==> config.mk <==
export PLATFORM = sky130hd
export DESIGN_NAME = edge_event_monitor
export DESIGN_NICKNAME = d
export VERILOG_FILES = /design/src/rtl/edge_event_monitor.sv
export SDC_FILE = /design/constraint.sdc
export NUM_CORES = 1
export LEC_CHECK = 0
export CAP_MARGIN = 20
export CORE_MARGIN = 2
export CORE_UTILIZATION = 30
export CTS_CLUSTER_DIAMETER = 80
export DETAILED_ROUTE_END_ITERATION = 12
export DONT_BUFFER_PORTS = 1
export PLACE_DENSITY = 0.44
export SYNTH_ARGS = -nofsm -noshare
export SYNTH_HDL_FRONTEND = slang
export SYNTH_SLANG_ARGS = --single-unit
==> constraint.sdc <==
create_clock -name clk -period 3.05 [get_ports clk]
set_input_delay 0.4575 -clock clk [delete_from_list [all_inputs] [get_ports clk]]
set_output_delay 0.4575 -clock clk [all_outputs]
set_load 0.01 [all_outputs]
==> src/rtl/edge_event_monitor.sv <==
// Edge-event stage: synchronizes and glitch-filters `a`, then emits registered
// rise/fall pulses, an expected-rise check and saturating event counters.
module edge_event_monitor #(
  parameter int SYNC_STAGES = 2,
  parameter int FILT_LEN    = 1,
  parameter int CNT_W       = 16
) (
  input  logic             clk,
  input  logic             rst_n,
  input  logic             a,
  input  logic             en,
  input  logic             clr,
  input  logic             chk_rise,
  output logic             level,
  output logic             rose,
  output logic             fell,
  output logic             chk_fail,
  output logic [CNT_W-1:0] rise_cnt,
  output logic [CNT_W-1:0] fall_cnt,
  output logic [CNT_W-1:0] fail_cnt
);

  typedef enum logic [1:0] {ST_LOW, ST_CHK_H, ST_HIGH, ST_CHK_L} state_t;

  localparam int              SW       = (SYNC_STAGES > 0) ? SYNC_STAGES : 1;
  localparam logic [8:0]      FILT_TGT = 9'(FILT_LEN);
  localparam logic [CNT_W-1:0] CNT_MAX = '1;

  function automatic logic [CNT_W-1:0] sat_inc(input logic [CNT_W-1:0] c);
    return (c == CNT_MAX) ? c : c + 1'b1;
  endfunction

  logic s;

  // Stage p0: input synchronizer, shifts every cycle independent of en
  generate
    if (SYNC_STAGES > 0) begin : g_sync
      logic [SW-1:0] sync_p0;
      always_ff @(posedge clk) begin
        if (!rst_n) sync_p0 <= '0;
        else        sync_p0 <= (sync_p0 << 1) | SW'(a);
      end
      assign s = sync_p0[SW-1];
    end else begin : g_nosync
      assign s = a;
    end
  endgenerate

  state_t     state_p1, state_nxt;
  logic [7:0] fc_p1, fc_nxt;
  logic [8:0] fc_inc;
  logic       rose_nxt, fell_nxt, fail_nxt;
  logic       rose_p1, fell_p1, fail_p1;

  // Stage p1: filter FSM state and registered event pulses
  always_ff @(posedge clk) begin
    if (!rst_n) begin
      state_p1 <= ST_LOW;
      fc_p1    <= '0;
      rose_p1  <= 1'b0;
      fell_p1  <= 1'b0;
      fail_p1  <= 1'b0;
    end else if (en) begin
      state_p1 <= state_nxt;
      fc_p1    <= fc_nxt;
      rose_p1  <= rose_nxt;
      fell_p1  <= fell_nxt;
      fail_p1  <= fail_nxt;
    end else begin
      rose_p1  <= 1'b0;
      fell_p1  <= 1'b0;
      fail_p1  <= 1'b0;
    end
  end

  always_comb begin
    state_nxt = state_p1;
    fc_nxt    = fc_p1;
    rose_nxt  = 1'b0;
    fell_nxt  = 1'b0;
    fc_inc    = 9'(fc_p1) + 9'd1;
    case (state_p1)
      ST_LOW: begin
        if (s) begin
          if (FILT_LEN == 1) begin
            state_nxt = ST_HIGH;
            rose_nxt  = 1'b1;
          end else begin
            state_nxt = ST_CHK_H;
            fc_nxt    = 8'd1;
          end
        end
      end
      ST_CHK_H: begin
        if (!s) begin
          state_nxt = ST_LOW;
          fc_nxt    = '0;
        end else if (fc_inc == FILT_TGT) begin
          state_nxt = ST_HIGH;
          fc_nxt    = '0;
          rose_nxt  = 1'b1;
        end else begin
          fc_nxt    = fc_inc[7:0];
        end
      end
      ST_HIGH: begin
        if (!s) begin
          if (FILT_LEN == 1) begin
            state_nxt = ST_LOW;
            fell_nxt  = 1'b1;
          end else begin
            state_nxt = ST_CHK_L;
            fc_nxt    = 8'd1;
          end
        end
      end
      ST_CHK_L: begin
        if (s) begin
          state_nxt = ST_HIGH;
          fc_nxt    = '0;
        end else if (fc_inc == FILT_TGT) begin
          state_nxt = ST_LOW;
          fc_nxt    = '0;
          fell_nxt  = 1'b1;
        end else begin
          fc_nxt    = fc_inc[7:0];
        end
      end
      default: begin
        state_nxt = ST_LOW;
        fc_nxt    = '0;
      end
    endcase
    fail_nxt = chk_rise & ~rose_nxt;
  end

  always_comb begin
    level    = (state_p1 == ST_HIGH) || (state_p1 == ST_CHK_L);
    rose     = rose_p1;
    fell     = fell_p1;
    chk_fail = fail_p1;
  end

  // Stage p1: counters update on the same edge their pulse is registered
  always_ff @(posedge clk) begin
    if (!rst_n || clr) begin
      rise_cnt <= '0;
      fall_cnt <= '0;
      fail_cnt <= '0;
    end else if (en) begin
      if (rose_nxt) rise_cnt <= sat_inc(rise_cnt);
      if (fell_nxt) fall_cnt <= sat_inc(fall_cnt);
      if (fail_nxt) fail_cnt <= sat_inc(fail_cnt);
    end
  end

endmodule

=== Yosys cells after proc, flatten, opt, wreduce, memory -nomap -nowiden ===
Cells that the tools add are included.

* Bitwise logic cells: 7
* $add $sub $neg: 4
* Multiplexer cells: 18
* Equal/unequal tests: 11
* Reductions and logical operators: 11

{| class="wikitable"
|+ Operators by type and width
! operator !! count
|-
| adder 16 x 1 -> 16 bit, second input constant || 3
|-
| == test 16 bit, second input constant || 3
|-
| two-way mux 8 bit || 3
|-
| case mux 8 bit (2 select lines) || 1
|-
| two-way mux 2 bit || 6
|-
| adder 8 x 1 -> 9 bit, second input constant || 1
|-
| == test 9 x 1 -> 1 bit, second input constant || 1
|-
| AND reduction 3 bit || 3
|-
| case mux 2 bit (4 select lines) || 1
|-
| inequality test 3 bit, second input constant || 2
|-
| two-way mux 1 bit || 5
|-
| inverter 1 bit || 5
|-
| AND reduction 5 bit || 1
|-
| == test 2 bit, second input constant || 2
|-
| inequality test 2 bit, second input constant || 2
|-
| case mux 1 bit (2 select lines) || 2
|-
| AND reduction 2 bit || 2
|-
| == test 2 x 1 -> 1 bit, second input constant || 1
|-
| logical NOT 2 bit || 1
|-
| logical OR 1 bit || 2
|-
| bitwise OR 2 x 1 -> 2 bit || 1
|-
| OR reduction 2 bit || 1
|-
| bitwise AND 1 bit || 1
|-
| logical NOT 1 bit || 1
|}

* Bits in registers: 63
* Word-level logic and storage cells: 60
* Input port bits: 6

=== Logic depth before layout (Yosys ltp) ===
* Depth in word-level cells: 8
* Gate-level depth with buffers: 7
* Gate-level depth less buffers: 6

=== Worst setup path before layout ===
No wires, ideal clock.

* Path kind: register -> register
* Start point: register state_p1[1]
* End point: register fall_cnt[11]
* Buffers on the path: 1
* Stages on the path, launching flop included: 7
* Required time: 2.980 ns
* Path slack: 1.071 ns
* Period minus slack after synthesis: 1.979 ns
* Arrival: 1.909 ns
* Path through: dfxtp_1 -> ha_1 -> nand2_2 -> or4_1 -> buf_2 -> or4_1 -> a21oi_1

* Longest elaborated chain between the ends: 3

{| class="wikitable"
|+ RTL lines
! item !! line !! source
|-
| from (decl) || 49 || <nowiki>state_t state_p1, state_nxt;</nowiki>
|-
| from (signal assigned) || 64 || <nowiki>state_p1 <= state_nxt;</nowiki>
|-
| == test 2 bit || 82 || <nowiki>case (state_p1)</nowiki>
|-
| case mux 1 bit (2 select lines) * || 82 ||
|-
| named net fell_nxt || 52 || <nowiki>logic rose_nxt, fell_nxt, fail_nxt;</nowiki>
|-
| AND reduction 3 bit (no source line) * || n/a ||
|-
| to (signal assigned) || 152 || <nowiki>if (fell_nxt) fall_cnt <= sat_inc(fall_cnt);</nowiki>
|-
| to (decl) || 19 || <nowiki>output logic [CNT_W-1:0] fall_cnt,</nowiki>
|}

The timed path passes the listed nets; every way through them passes the cells marked *.
A chain may end at the register's enable or synchronous reset.

=== Final worst setup path ===
* Start point: register state_p1[1]
* End point: register fail_cnt[9]

* Longest elaborated chain between the ends: 5

{| class="wikitable"
|+ RTL lines
! item !! line !! source
|-
| == test 2 x 1 -> 1 bit / logical NOT 2 bit (equally long branches) || 82 ||
|-
| case mux 1 bit (2 select lines) * || 82 ||
|-
| named net rose_nxt || 52 ||
|-
| inverter 1 bit * || 134 || <nowiki>fail_nxt = chk_rise & ~rose_nxt;</nowiki>
|-
| bitwise AND 1 bit * || 134 ||
|-
| AND reduction 3 bit (no source line) * || n/a ||
|-
| to (signal assigned) || 153 || <nowiki>if (fail_nxt) fail_cnt <= sat_inc(fail_cnt);</nowiki>
|-
| to (decl) || 20 || <nowiki>output logic [CNT_W-1:0] fail_cnt</nowiki>
|}

Marked as above.

==> impl_metrics.yaml <==
critical_path:
  worst_path_max_delay_cell: "or4_1"
  rr_startpoint: "state_p1[1]$_SDFFE_PN0P_"
  path_max_fanout: 11
  cp_data_required_time_ps: 3300
  ff2ff_path_depth: 6
  path_delay_family: "simple AND/OR/NAND/NOR gates"
  cp_data_arrival_time_ps: 2460
  cpPeakStageDelay_ps: 540
  path_buf_inv: 1
  r2r_slack_ps: 830
  crit_path_cell_trace: "inv_1 -> ha_1 -> and3b_1 -> nand2_1 -> or4_1 -> a21oi_1"
  critPathLaunchType: "register"
  timing.rr.end: "fail_cnt[9]$_SDFFE_PP0P_"
  cp-end-kind: "register"
  crit_type: "register to register"
yosys:
  yosysWarnings: 0
  synth_fa_ha_area_share_pct: 2.34
  synth.area.mux_share_pct: 1.92
  ys_async_sr_fraction_pct: 0
  synth_edf_count: 0
  synth_seq_cells: 54
  syn-num-nets: 332
  synth_top_family_by_area: "simple AND/OR/NAND/NOR gates"
  synthSimpleGateAreaFrac_pct: 32.8
  yosysSeqAreaShare_pct: 40.4
  yosysUniqueCellTypes: 41
  ys.flop_type: "dfxtp_1"
  synth_xor_xnor_area_share_pct: 0.655
  synth.avg_cell_area_sq_um: 8.33
  synth_area_sq_um: 2670
  synth_compound_area_share_pct: 18.5
  syn_inst: 321
power:
  powerDensity_nw_per_um2: 408
  peakVddDrop_mv: 0.173
  power_leakage_uw: 0.000862
place:
  portBuffers: 0
  place_congestion: 0.781
  dp_hpwl_mm: 5.12
global_routing:
  grt_pass1_vias: 2266
  antenna_found_initial: 0
  overflow: 0
  grt_pass1_wl_mm: 11.6
  globalRouteTotalUtil_pct: 14.5
  grt_start_max_net_pins: 16
sta:
  worstMarginPinSlew_ps: 690
  finalMaxSlewViolations: 0
  tns_ps: 0
  whs_ps: 258
  fin_skew_ps: 10.1
  finalSetupViolations: 0
  relSlewSlack_pct: 53.6
  rsz0062_at_grt: "no"
  finalHoldViolCount: 0
  fmax_mhz: 451
  timing.final.crit_share_pct: 72.7
  fin_crit_ps: 2220
clocking:
  holdBufCountCts: 0
  cts_sinks: 54
  cts_resized: 0
  insertion_delay_ps: 310
  clk_pin_slew_ps: 100
  htreeDepth: 2
  cts_buffers: 5
  clockBufferDepth: 2
  cts_root_buf: "clkbuf_8"
  postCtsSetupBuffers: 0
  cts_tree: "yes"
die:
  dieArea_sq_um: 9680
  io_pins: 58
  die_y_microns: 98.4
  core-area_sq_um: 8680
  die_x_microns: 98.4
  start_util_pct: 30.8
  rows: 34
final_layout:
  regArea_sq_um: 1080
  antennaDiodeCount: 0
  nNetsFinal: 329
  syn_to_final_growth_pct: 7.81
  multi_input_area_sq_um: 1500
  final_layout_size_suffix_gt1_share_pct: 5.33
  fillers: 944
hold_path:
  hp-class: "input pin to register"
  hold_depth: 1
  whs_endpoint: "g_sync.sync_p0[1]$_SDFF_PN0_"
  worstHoldStart: "rst_n"
route:
  detail-route-antenna-nets: 0
  wirelength_mm: 7.01
  drc: 0
  dr.max_layer_used: "met4"
  first_pass_iters: 4
  via_per_inst: 5.67
  dr_wl_met2_mm: 3.21
  drt_iter0_drc: 92
  via_count: 2423
  wl_per_cell_microns: 16.4
  wl_met3_microns: 453
  wirelength_met1_mm: 3.18
run:
  cap_violations: 0
status:
  outcome: "finished, final reports clean"
-- worst max-delay path by stage --
stage          depth (start not counted)                         to                     start  slack, ps
5_1_grt                                6   fail_cnt[9]$_SDFFE_PP0P_  state_p1[1]$_SDFFE_PN0P_        600
6_report                               6   fail_cnt[9]$_SDFFE_PP0P_  state_p1[1]$_SDFFE_PN0P_        830
4_1_cts                                6   fail_cnt[9]$_SDFFE_PP0P_  state_p1[1]$_SDFFE_PN0P_        830
3_5_place_dp                           6   fail_cnt[9]$_SDFFE_PP0P_  state_p1[1]$_SDFFE_PN0P_        860
2_1_floorplan                          6  fall_cnt[11]$_SDFFE_PP0P_  state_p1[1]$_SDFFE_PN0P_       1070
3_3_place_gp                           5  fall_cnt[11]$_SDFFE_PP0P_  state_p1[1]$_SDFFE_PN0P_        910
-- per-stage QoR --
stage / utilization (%) / power [uW] / setup slack (ps) / std cells / cell area (sq um)
5_1_grt: 33.2 / 1230 / 602 / 427 / 2880
2_1_floorplan: - / 761 / 1070 / 321 / 2670
3_5_place_dp: 32.2 / 771 / 862 / 419 / 2790
6_report: 33.2 / 1180 / 833 / 427 / 2880
4_1_cts: 33.2 / 1200 / 828 / 427 / 2880
3_3_place_gp: 32.2 / 770 / 906 / 419 / 2790
-- cell usage after synthesis, drive strengths merged, types with 4 or more instances --
| master | instances | area share, % |
|---|---|---|
| nor3 | 4 | 0.75 |
| nor4 | 4 | 0.94 |
| nand2 | 31 | 4.4 |
| and3 | 11 | 2.6 |
| nor2 | 11 | 1.5 |
| mux2i | 4 | 1.5 |
| dfxtp | 54 | 40 |
| o211ai | 4 | 1.1 |
| clkbuf | 14 | 2.0 |
| nand2b | 4 | 0.94 |
| and2 | 5 | 1.2 |
| o31ai | 14 | 3.9 |
| a21oi | 32 | 6.0 |
| inv | 7 | 0.98 |
| and4 | 8 | 2.6 |
| or3 | 16 | 3.7 |
| or4 | 18 | 5.1 |
| nand3 | 19 | 3.7 |
| o21ai | 15 | 2.8 |
| nand4 | 14 | 3.3 |
| ha | 5 | 2.3 |
-- cells by family after synthesis --
logic type	Yosys count
DFF	54
buffers and inverters	23
adders and majority gates	5
xor gates and xnor gates	2
and+or+nand+nor	152
muxes	5
AOI/OAI and AO/OA	80
-- area by class of cell --
class	instances	area share, %
inverters	7	0.911
clock inverters	1	0.174
repair buffers	6	1.56
clock buffers	7	2.99
multi-input cells	244	52.2
well taps	108	4.69
flip-flops and latches	54	37.5
-- layer usage --
metal,GRT usage [%],vias up
met4,5.27,0
li1,-,1232
met5,0,-
met1,17.9,1130
met3,4.94,9
met2,23.6,52
-- state kept, by name, indices dropped and copies added, names as in the netlist --
register and cells:
fail_cnt 16, fall_cnt 16, rise_cnt 16, g_sync.sync_p0 2, chk_fail 1, fell 1, rose 1, state_p1 1
-- where the power goes --
group          internal (uW)  switching, uW
clock network            184            239
registers                709           5.16
logic                   12.9           26.1
total                    906            270
-- placed cells by master, fill, tap and decap left out, drive strengths merged, types with 2 or more instances in the layout --
cell type	netlist	routed
and2	5	5
o41ai	3	3
a21oi	32	32
nor2	11	11
o31ai	14	14
ha	5	5
and3	11	11
mux2i	4	4
buf	2	6
or4	18	18
o311ai	3	3
dfxtp	54	54
nor2b	2	2
nand4	14	14
clkbuf	14	7
nand3b	2	2
nor3	4	4
o21ai	15	15
o211ai	4	4
nand2	31	31
nand3	19	19
and4	8	8
nand2b	4	4
inv	7	7
a211oi	3	3
nor4	4	4
or3	16	16
Note: power is estimated with default switching activity, not from simulation.
